==> src/rtl/sha256_block_ctrl.sv <==
// Sequencer for the SHA-256 compression core: loads hash/message words over a
// valid/ready bus, runs 64 rounds plus the final add, then streams the digest.
module sha256_block_ctrl #(
  parameter int unsigned ROUNDS     = 64,
  parameter int unsigned HASH_WORDS = 8,
  parameter int unsigned MSG_WORDS  = 16
) (
  input  logic        clk,
  input  logic        reset,
  input  logic        start,
  input  logic        init_sel,
  input  logic [31:0] in_data,
  input  logic        in_valid,
  output logic        in_ready,
  output logic [31:0] core_data,
  output logic        core_hash_we,
  output logic        core_msg_we,
  output logic [3:0]  word_idx,
  output logic        core_round_en,
  output logic [5:0]  round_idx,
  output logic        w_sched_sel,
  output logic        core_final_add,
  output logic        out_valid,
  input  logic        out_ready,
  output logic [2:0]  out_idx,
  output logic        busy,
  output logic        done
);

  typedef enum logic [2:0] {
    IDLE,
    LOAD_HASH,
    LOAD_MSG,
    ROUND,
    FINAL,
    OUT
  } state_t;

  localparam logic [3:0] HASH_LAST   = 4'(HASH_WORDS - 1);
  localparam logic [3:0] MSG_LAST    = 4'(MSG_WORDS - 1);
  localparam logic [5:0] ROUND_LAST  = 6'(ROUNDS - 1);
  localparam logic [5:0] SCHED_START = 6'(MSG_WORDS);
  localparam logic [2:0] OUT_LAST    = 3'(HASH_WORDS - 1);

  state_t     state_q, state_d;
  logic [3:0] word_idx_q, word_idx_d;
  logic [5:0] round_idx_q, round_idx_d;
  logic [2:0] out_idx_q, out_idx_d;
  logic       have_digest_q, have_digest_d;
  logic       done_q, done_d;

  always_ff @(posedge clk or negedge reset) begin
    if (!reset) begin
      state_q       <= IDLE;
      word_idx_q    <= '0;
      round_idx_q   <= '0;
      out_idx_q     <= '0;
      have_digest_q <= 1'b0;
      done_q        <= 1'b0;
    end else begin
      state_q       <= state_d;
      word_idx_q    <= word_idx_d;
      round_idx_q   <= round_idx_d;
      out_idx_q     <= out_idx_d;
      have_digest_q <= have_digest_d;
      done_q        <= done_d;
    end
  end

  always_comb begin
    state_d        = state_q;
    word_idx_d     = word_idx_q;
    round_idx_d    = round_idx_q;
    out_idx_d      = out_idx_q;
    have_digest_d  = have_digest_q;
    done_d         = 1'b0;
    in_ready       = 1'b0;
    core_hash_we   = 1'b0;
    core_msg_we    = 1'b0;
    core_round_en  = 1'b0;
    w_sched_sel    = 1'b0;
    core_final_add = 1'b0;
    out_valid      = 1'b0;

    case (state_q)
      IDLE: begin
        // Chaining is only honoured once a digest exists in the core.
        if (start) begin
          state_d = (init_sel || !have_digest_q) ? LOAD_HASH : LOAD_MSG;
        end
      end
      LOAD_HASH: begin
        in_ready     = 1'b1;
        core_hash_we = in_valid;
        if (in_valid) begin
          if (word_idx_q == HASH_LAST) begin
            word_idx_d = '0;
            state_d    = LOAD_MSG;
          end else begin
            word_idx_d = word_idx_q + 4'd1;
          end
        end
      end
      LOAD_MSG: begin
        in_ready    = 1'b1;
        core_msg_we = in_valid;
        if (in_valid) begin
          if (word_idx_q == MSG_LAST) begin
            word_idx_d = '0;
            state_d    = ROUND;
          end else begin
            word_idx_d = word_idx_q + 4'd1;
          end
        end
      end
      ROUND: begin
        core_round_en = 1'b1;
        w_sched_sel   = (round_idx_q >= SCHED_START);
        if (round_idx_q == ROUND_LAST) begin
          round_idx_d = '0;
          state_d     = FINAL;
        end else begin
          round_idx_d = round_idx_q + 6'd1;
        end
      end
      FINAL: begin
        core_final_add = 1'b1;
        have_digest_d  = 1'b1;
        state_d        = OUT;
      end
      OUT: begin
        out_valid = 1'b1;
        if (out_ready) begin
          if (out_idx_q == OUT_LAST) begin
            out_idx_d = '0;
            state_d   = IDLE;
            done_d    = 1'b1;
          end else begin
            out_idx_d = out_idx_q + 3'd1;
          end
        end
      end
      default: state_d = IDLE;
    endcase
  end

  assign core_data = in_data;
  assign word_idx  = word_idx_q;
  assign round_idx = round_idx_q;
  assign out_idx   = out_idx_q;
  assign busy      = (state_q != IDLE);
  assign done      = done_q;

endmodule

==> config.mk <==
export PLATFORM = sky130hd
export DESIGN_NAME = sha256_block_ctrl
export DESIGN_NICKNAME = d
export VERILOG_FILES = /design/src/rtl/sha256_block_ctrl.sv
export SDC_FILE = /design/constraint.sdc
export NUM_CORES = 1
export LEC_CHECK = 0
export CAP_MARGIN = 20
export CORE_MARGIN = 5
export CORE_UTILIZATION = 34
export DETAILED_ROUTE_END_ITERATION = 16
export HOLD_SLACK_MARGIN = 0.05
export PLACE_DENSITY = 0.92
export SYNTH_ARGS = -nofsm -noshare
export SYNTH_HDL_FRONTEND = slang
export SYNTH_SLANG_ARGS = --single-unit
==> constraint.sdc <==
create_clock -name clk -period 2.1 [get_ports clk]
set_clock_uncertainty 0.05 [all_clocks]
set_input_delay 0.21 -clock clk [delete_from_list [all_inputs] [get_ports clk]]
set_output_delay 0.21 -clock clk [all_outputs]
set_load 0.02 [all_outputs]
==> flow_summary_export.csv, run 1 <==
group,metric,value,unit
cells_and_area,num_antenna_cells,0,
synth,avgSynthCellArea,9.16,µm²
routing,drtIter0Drc,17,
synth,syn-instance-count,137,
sta,slew_headroom,79.3,%
placement,post-dp-hpwl,1.90,mm
routing,drt_wl_total,2.44,mm
floorplan,num_rows,22,
sta,clock.fmax,500,MHz
cells_and_area,final_cell_mix,"20 x clkdlybuf4s50_1, 17 x nand2_1, 16 x dfrtp_1, 8 x o21ai_0, 7 x dlymetal6s2s_1",
global_routing,grt_first_pass_wirelength,3.93,mm
synth,synth.cell_area,1250,µm²
worst_setup_path,worst_ep_arrival_time,1.74,ns
worst_setup_path,ff2ff_path_depth,7,
cells_and_area,synthToLayoutAreaGrowth,12.7,%
global_routing,track_usage,9.51,%
pwr,power_density,1390,nW/µm²
sta,post-route-period-util,95.2,%
synth,seq_area_frac_synth,35.9,%
pwr,p_sw,0.838,mW
clock_network,cts-root-buf,"clkbuf_8",
floorplan,start_util,34.8,%
worst_setup_path,endpoint_kind,"output pin",
sta,setup_violations,0,
synth,synthFlopType,"dfrtp_1",
routing,drt_first_pass_iters,4,
cells_and_area,drive_gt1_share,14.6,%
routing,routedWlPerCell,13.2,µm
floorplan,fp.coreArea,3610,µm²
clock_network,ctsHoldBuffers,0,
cells_and_area,nets,181,
pwr,irDropWorstVdd,613,µV
pwr,p_int,1.12,mW
worst_setup_path,crit_required,1.84,ns
synth,synth_edf_count,0,
worst_setup_path,crit_type,"register to output pin",
pwr,power_frac_comb,54.8,%
clock_network,clk_latency,0.25,ns
global_routing,grt-ovfl-total,0,
worst_setup_path,cp_max_fo,9,
clock_network,clockBufferDepth,2,
clock_network,cts.htree.levels,1,
synth,synthArstFlopShare,100,%
floorplan,boundaryPins,92,
cells_and_area,final_common_cell,"clkdlybuf4s50_1",
global_routing,grt_antenna_before_repair,0,
routing,drc,0,
synth,synth_nets,179,
synth,ys.warnings.count,0,
pwr,seqPwrFrac,33.0,%
placement,port_buffers,27,
sta,finalCriticalPeriod,2.00,ns
status,status,"complete, no violations",
sta,slew_violations,0,
synth,synth-seq-cells,18,
clock_network,cts_buffers,3,
pwr,switching_share,42.8,%
run,drv_cap,0,
clock_network,clock-sinks,18,
routing,antenna_left,0,
floorplan,die_area,5010,µm²
clock_network,cts_setup_buffers,0,
sta,finalHoldViolations,0,
worst_setup_path,start_kind,"register",
sta,tightest_slew,0.311,ns
placement,gp_congestion,0.756,
cells_and_area,post-route-util,39.2,%
min_path,worst_hold_path_type,"input pin to asynchronous set/reset pin",
floorplan,fp.dieW,70.8,µm
clock_network,clk_pin_slew,0.07,ns
floorplan,die_h,70.8,µm
sta,finalSetupTns,0,ns
pwr,leakage,0.685,nW
routing,route.vias.total,892,
pwr,pwr-share-clk,12.2,%
sta,rsz0062_at_grt,"false",
routing,avgViaCountPerCell,4.82,
clock_network,tritoncts,"built",
global_routing,grt_max_degree,19,
synth,synth_cell_types,38,
global_routing,grt_pass1_vias,870,
kinds of logic after synthesis:
kind of cell               synth area share [%]
and+or+nand+nor                            19.5
buffers and inverters                      22.7
AOI/OAI and AO/OA                          12.6
DFF                                        35.9
xor gates and xnor gates                   3.49
adders and majority gates                  3.99
muxes                                      1.79
what timing repair did:
action / 4_1_cts / 5_1_grt
setup endpoints to repair: 4 / 8
endpoints found under the hold margin: 0 / 0
cloned: 0 / 0
gates resized for setup: 1 / 8
area by class of cell:
class	count	area [µm²]
clock buffers	3	41.3
inverters	4	15.0
repair buffers	32	325
multi-input cells	80	519
fillers	356	2190
flip-flops and latches	18	453
well taps	48	60.1
sequential cells by signal (all words and copies together), names as in the netlist:
name           count
word_idx           4
done               1
state_q            3
out_idx            3
round_idx          6
have_digest_q      1
metal layers:
layer | vias up | track usage, % | routed length (µm)
met5 | - | 0 | 0
met4 | 0 | 3.76 | 26
met3 | 4 | 3.84 | 183
met2 | 24 | 16.3 | 1190
met1 | 421 | 10.5 | 1050
li1 | 443 | - | -
path summary, 6_finish.rpt:
check	startpoint	end	slack (ns)
setup / recovery	state_q[2]	core_round_en	0.10
hold / removal	reset	round_idx[5]	0.24
setup reg to reg	out_idx[0]	state_q[0]	0.24
hold reg to reg	have_digest_q	have_digest_q	0.45
max in group asynchronous	reset	state_q[2]	1.55
min in group clk	in_data[13]	core_data[13]	0.37
critical path, cell delays in order, from the launching register on:
cell and delay [ns]:
dfrtp_2 0.47, nand3b_1 0.30, clkinv_1 0.12, clkdlybuf4s50_1 0.60
power groups by stage:
stage / clock network (mW) / logic, mW / registers, mW
2_1_floorplan: 0 / 0.659 / 0.723
3_3_place_gp: 0 / 1.06 / 0.645
3_5_place_dp: 0 / 1.09 / 0.649
4_1_cts: 0.244 / 1.10 / 0.646
5_1_grt: 0.259 / 1.18 / 0.670
6_report: 0.238 / 1.07 / 0.647
Yosys cell counts, types with 2 or more instances:
master	number	area, µm²
nor2_2	2	12.5
nand4_1	2	12.5
inv_1	3	11.3
ha_1	4	50.1
dfrtp_1	18	450
xnor2_1	3	26.3
nor3_1	2	10.0
or3_1	2	12.5
a21oi_1	3	15.0
and3_1	2	12.5
nand3_1	3	15.0
buf_6	2	22.5
nor4b_1	2	17.5
buf_4	33	248
nand2_1	17	63.8
xor2_1	2	17.5
mux2_2	2	22.5
nor2_1	6	22.5
o21ai_0	8	40.0
a31oi_1	2	12.5
nor3b_1	2	15.0
per-stage QoR:
step	hold WS, ns	total power [mW]	setup slack, ns	instances	area [µm²]
finish	0.235	1.96	0.101	185	1410
global route	0.268	2.11	0.0329	185	1410
CTS	0.244	1.99	0.00157	185	1400
detailed placement	0.370	1.74	0.171	182	1350
global placement	0.370	1.71	0.192	182	1350
floorplan	-0.136	1.38	0.294	137	1250
No activity file was read; power rests on OpenSTA's default activity.
==> inputs of run 2 (changes only) <==
--- a/config.mk
+++ b/config.mk
@@ -6,11 +6,13 @@
 export NUM_CORES = 1
 export LEC_CHECK = 0
 export CAP_MARGIN = 20
+export CELL_PAD_IN_SITES_DETAIL_PLACEMENT = 1
+export CELL_PAD_IN_SITES_GLOBAL_PLACEMENT = 1
 export CORE_MARGIN = 5
-export CORE_UTILIZATION = 34
+export CORE_UTILIZATION = 23
 export DETAILED_ROUTE_END_ITERATION = 16
 export HOLD_SLACK_MARGIN = 0.05
-export PLACE_DENSITY = 0.92
+export PLACE_DENSITY = 0.91
 export SYNTH_ARGS = -nofsm -noshare
 export SYNTH_HDL_FRONTEND = slang
 export SYNTH_SLANG_ARGS = --single-unit
==> run 2 against run 1 <==
Power up 4.2%; count of clock-buffer cells in the layout up 1; cell area up 3.9%; sequential power up 0.6%; cell count up 14%; fmax down 0.63%; hold slack better by 0.0070 ns.
==> flow_summary_export.csv, run 2 (synthesis gave the netlist of run 1 again) <==
group,metric,value,unit
sta,clock.fmax,497,MHz
worst_setup_path,slowest_delay,0.60,ns
pwr,power_frac_comb,54.4,%
clock_network,cts_buffers,3,
global_routing,grt_pass1_vias,962,
routing,route.vias.total,938,
routing,routedWlPerCell,13.1,µm
clock_network,tritoncts,"built",
cells_and_area,nets,183,
routing,drt_first_pass_iters,2,
placement,gp_congestion,0.775,
pwr,switching_share,42.3,%
pwr,p_int,1.18,mW
sta,slew_violations,0,
sta,setup_violations,0,
pwr,irDropWorstVdd,302,µV
global_routing,track_usage,7.92,%
global_routing,grt_antenna_before_repair,0,
min_path,worst_hold_path_type,"input pin to asynchronous set/reset pin",
cells_and_area,num_antenna_cells,0,
sta,post-route-period-util,95.8,%
pwr,pwr-share-clk,13.8,%
pwr,seqPwrFrac,31.9,%
global_routing,grt_max_degree,19,
pwr,power_density,1390,nW/µm²
clock_network,cts-root-buf,"clkbuf_8",
floorplan,die_h,83.9,µm
routing,drtIter0Drc,17,
floorplan,boundaryPins,92,
sta,slew_headroom,78.8,%
cells_and_area,post-route-util,28.2,%
sta,finalHoldViolations,0,
worst_setup_path,endpoint_kind,"output pin",
cells_and_area,drive_gt1_share,17.1,%
routing,antenna_left,0,
sta,finalCriticalPeriod,2.01,ns
sta,rsz0062_at_grt,"false",
sta,tightest_slew,0.319,ns
run,drv_cap,0,
routing,drt_wl_total,2.76,mm
worst_setup_path,cp_max_fo,8,
routing,drc,0,
worst_setup_path,worst_ep_arrival_time,1.75,ns
worst_setup_path,cpMaxStageDelayCell,"clkdlybuf4s50_1",
routing,highest_layer,"met4",
cells_and_area,final_cell_mix,"21 x clkdlybuf4s50_1, 17 x nand2_1, 16 x dfrtp_1, 8 x o21ai_0, 7 x buf_4",
global_routing,grt-ovfl-total,0,
global_routing,grt_first_pass_wirelength,4.66,mm
worst_setup_path,crit_path_cell_trace,"nand3b_1 > clkinv_1 > clkdlybuf4s50_1",
placement,port_buffers,27,
pwr,p_sw,0.864,mW
pwr,leakage,0.676,nW
routing,wl_met2,1.32,mm
floorplan,fp.coreArea,5200,µm²
clock_network,cts.htree.levels,1,
floorplan,die_area,7030,µm²
routing,met1Wirelength,1.27,mm
routing,dr_wl_met3,144,µm
cells_and_area,final_common_cell,"clkdlybuf4s50_1",
sta,holdWs,0.242,ns
floorplan,fp.dieW,83.9,µm
pwr,power,2.04,mW
worst_setup_path,start_kind,"register",
clock_network,clock-sinks,18,
clock_network,clk_pin_slew,0.07,ns
cells_and_area,synthToLayoutAreaGrowth,17.0,%
floorplan,num_rows,26,
placement,post-dp-hpwl,2.16,mm
cells_and_area,largest_reg_flops,6,
worst_setup_path,crit_required,1.84,ns
worst_setup_path,crit_type,"register to output pin",
floorplan,start_util,24.1,%
sta,finalSetupTns,0,ns
routing,avgViaCountPerCell,4.47,
status,status,"complete, no violations",
clock_network,clockBufferDepth,2,
clock_network,clk_latency,0.25,ns
## run 2: power groups by stage
| stage | combinational (mW) | clock [mW] | sequential (mW) |
|---|---|---|---|
| 6_report | 1.11 | 0.281 | 0.651 |
| 5_1_grt | 1.22 | 0.308 | 0.677 |
| 4_1_cts | 1.12 | 0.293 | 0.650 |
| 3_5_place_dp | 1.12 | 0 | 0.653 |
| 3_3_place_gp | 1.08 | 0 | 0.641 |
| 2_1_floorplan | 0.659 | 0 | 0.723 |
## run 2: timing repair
item | CTS | global route
buffers inserted | 0 | 1
hold buffers | 0 | 0
pin swaps | 0 | 0
setup endpoints to repair | 5 | 4
resized for setup | 3 | 6
## run 2: final cells by class
cell class                      count  area (µm²)
Fill cell                         630        3740
Multi-Input combinational cell     80         524
Tap cell                           70        87.6
Clock buffer                        4        55.1
Inverter                            4        15.0
Sequential cell                    18         453
Timing Repair Buffer               34         334
## run 2: final timing paths
kind	start	end	slack (ns)	depth (start not counted)
min	reset	state_q[1]	0.24	2
max in group asynchronous	reset	state_q[2]	1.54	2
min reg2reg	have_digest_q	have_digest_q	0.45	1
min in group clk	in_data[16]	core_data[16]	0.37	0
max	state_q[2]	core_round_en	0.09	3
max reg2reg	out_idx[0]	state_q[0]	0.27	7
## run 2: critical path: cells and delay by family, from the launching register on
| family | cells | cell delay (ns) |
|---|---|---|
| buffers and inverters | 2 | 0.72 |
| DFF | 1 | 0.47 |
| and+or+nand+nor | 1 | 0.31 |
## run 2: metrics by stage
stage / std cells / area [µm²] / worst slack (ns)
after floorplan: 137 / 1250 / 0.294
after global placement: 205 / 1390 / 0.236
after detailed placement: 205 / 1390 / 0.212
after CTS: 209 / 1440 / 0.0209
after global routing: 210 / 1470 / 0.00162
final: 210 / 1470 / 0.0879
## run 2: layer usage
| layer | vias to the layer above | global-route usage [%] |
|---|---|---|
| li1 | 451 | - |
| met1 | 455 | 9.68 |
| met2 | 26 | 12.7 |
| met3 | 6 | 2.67 |
| met4 | 0 | 3.22 |
| met5 | - | 0 |
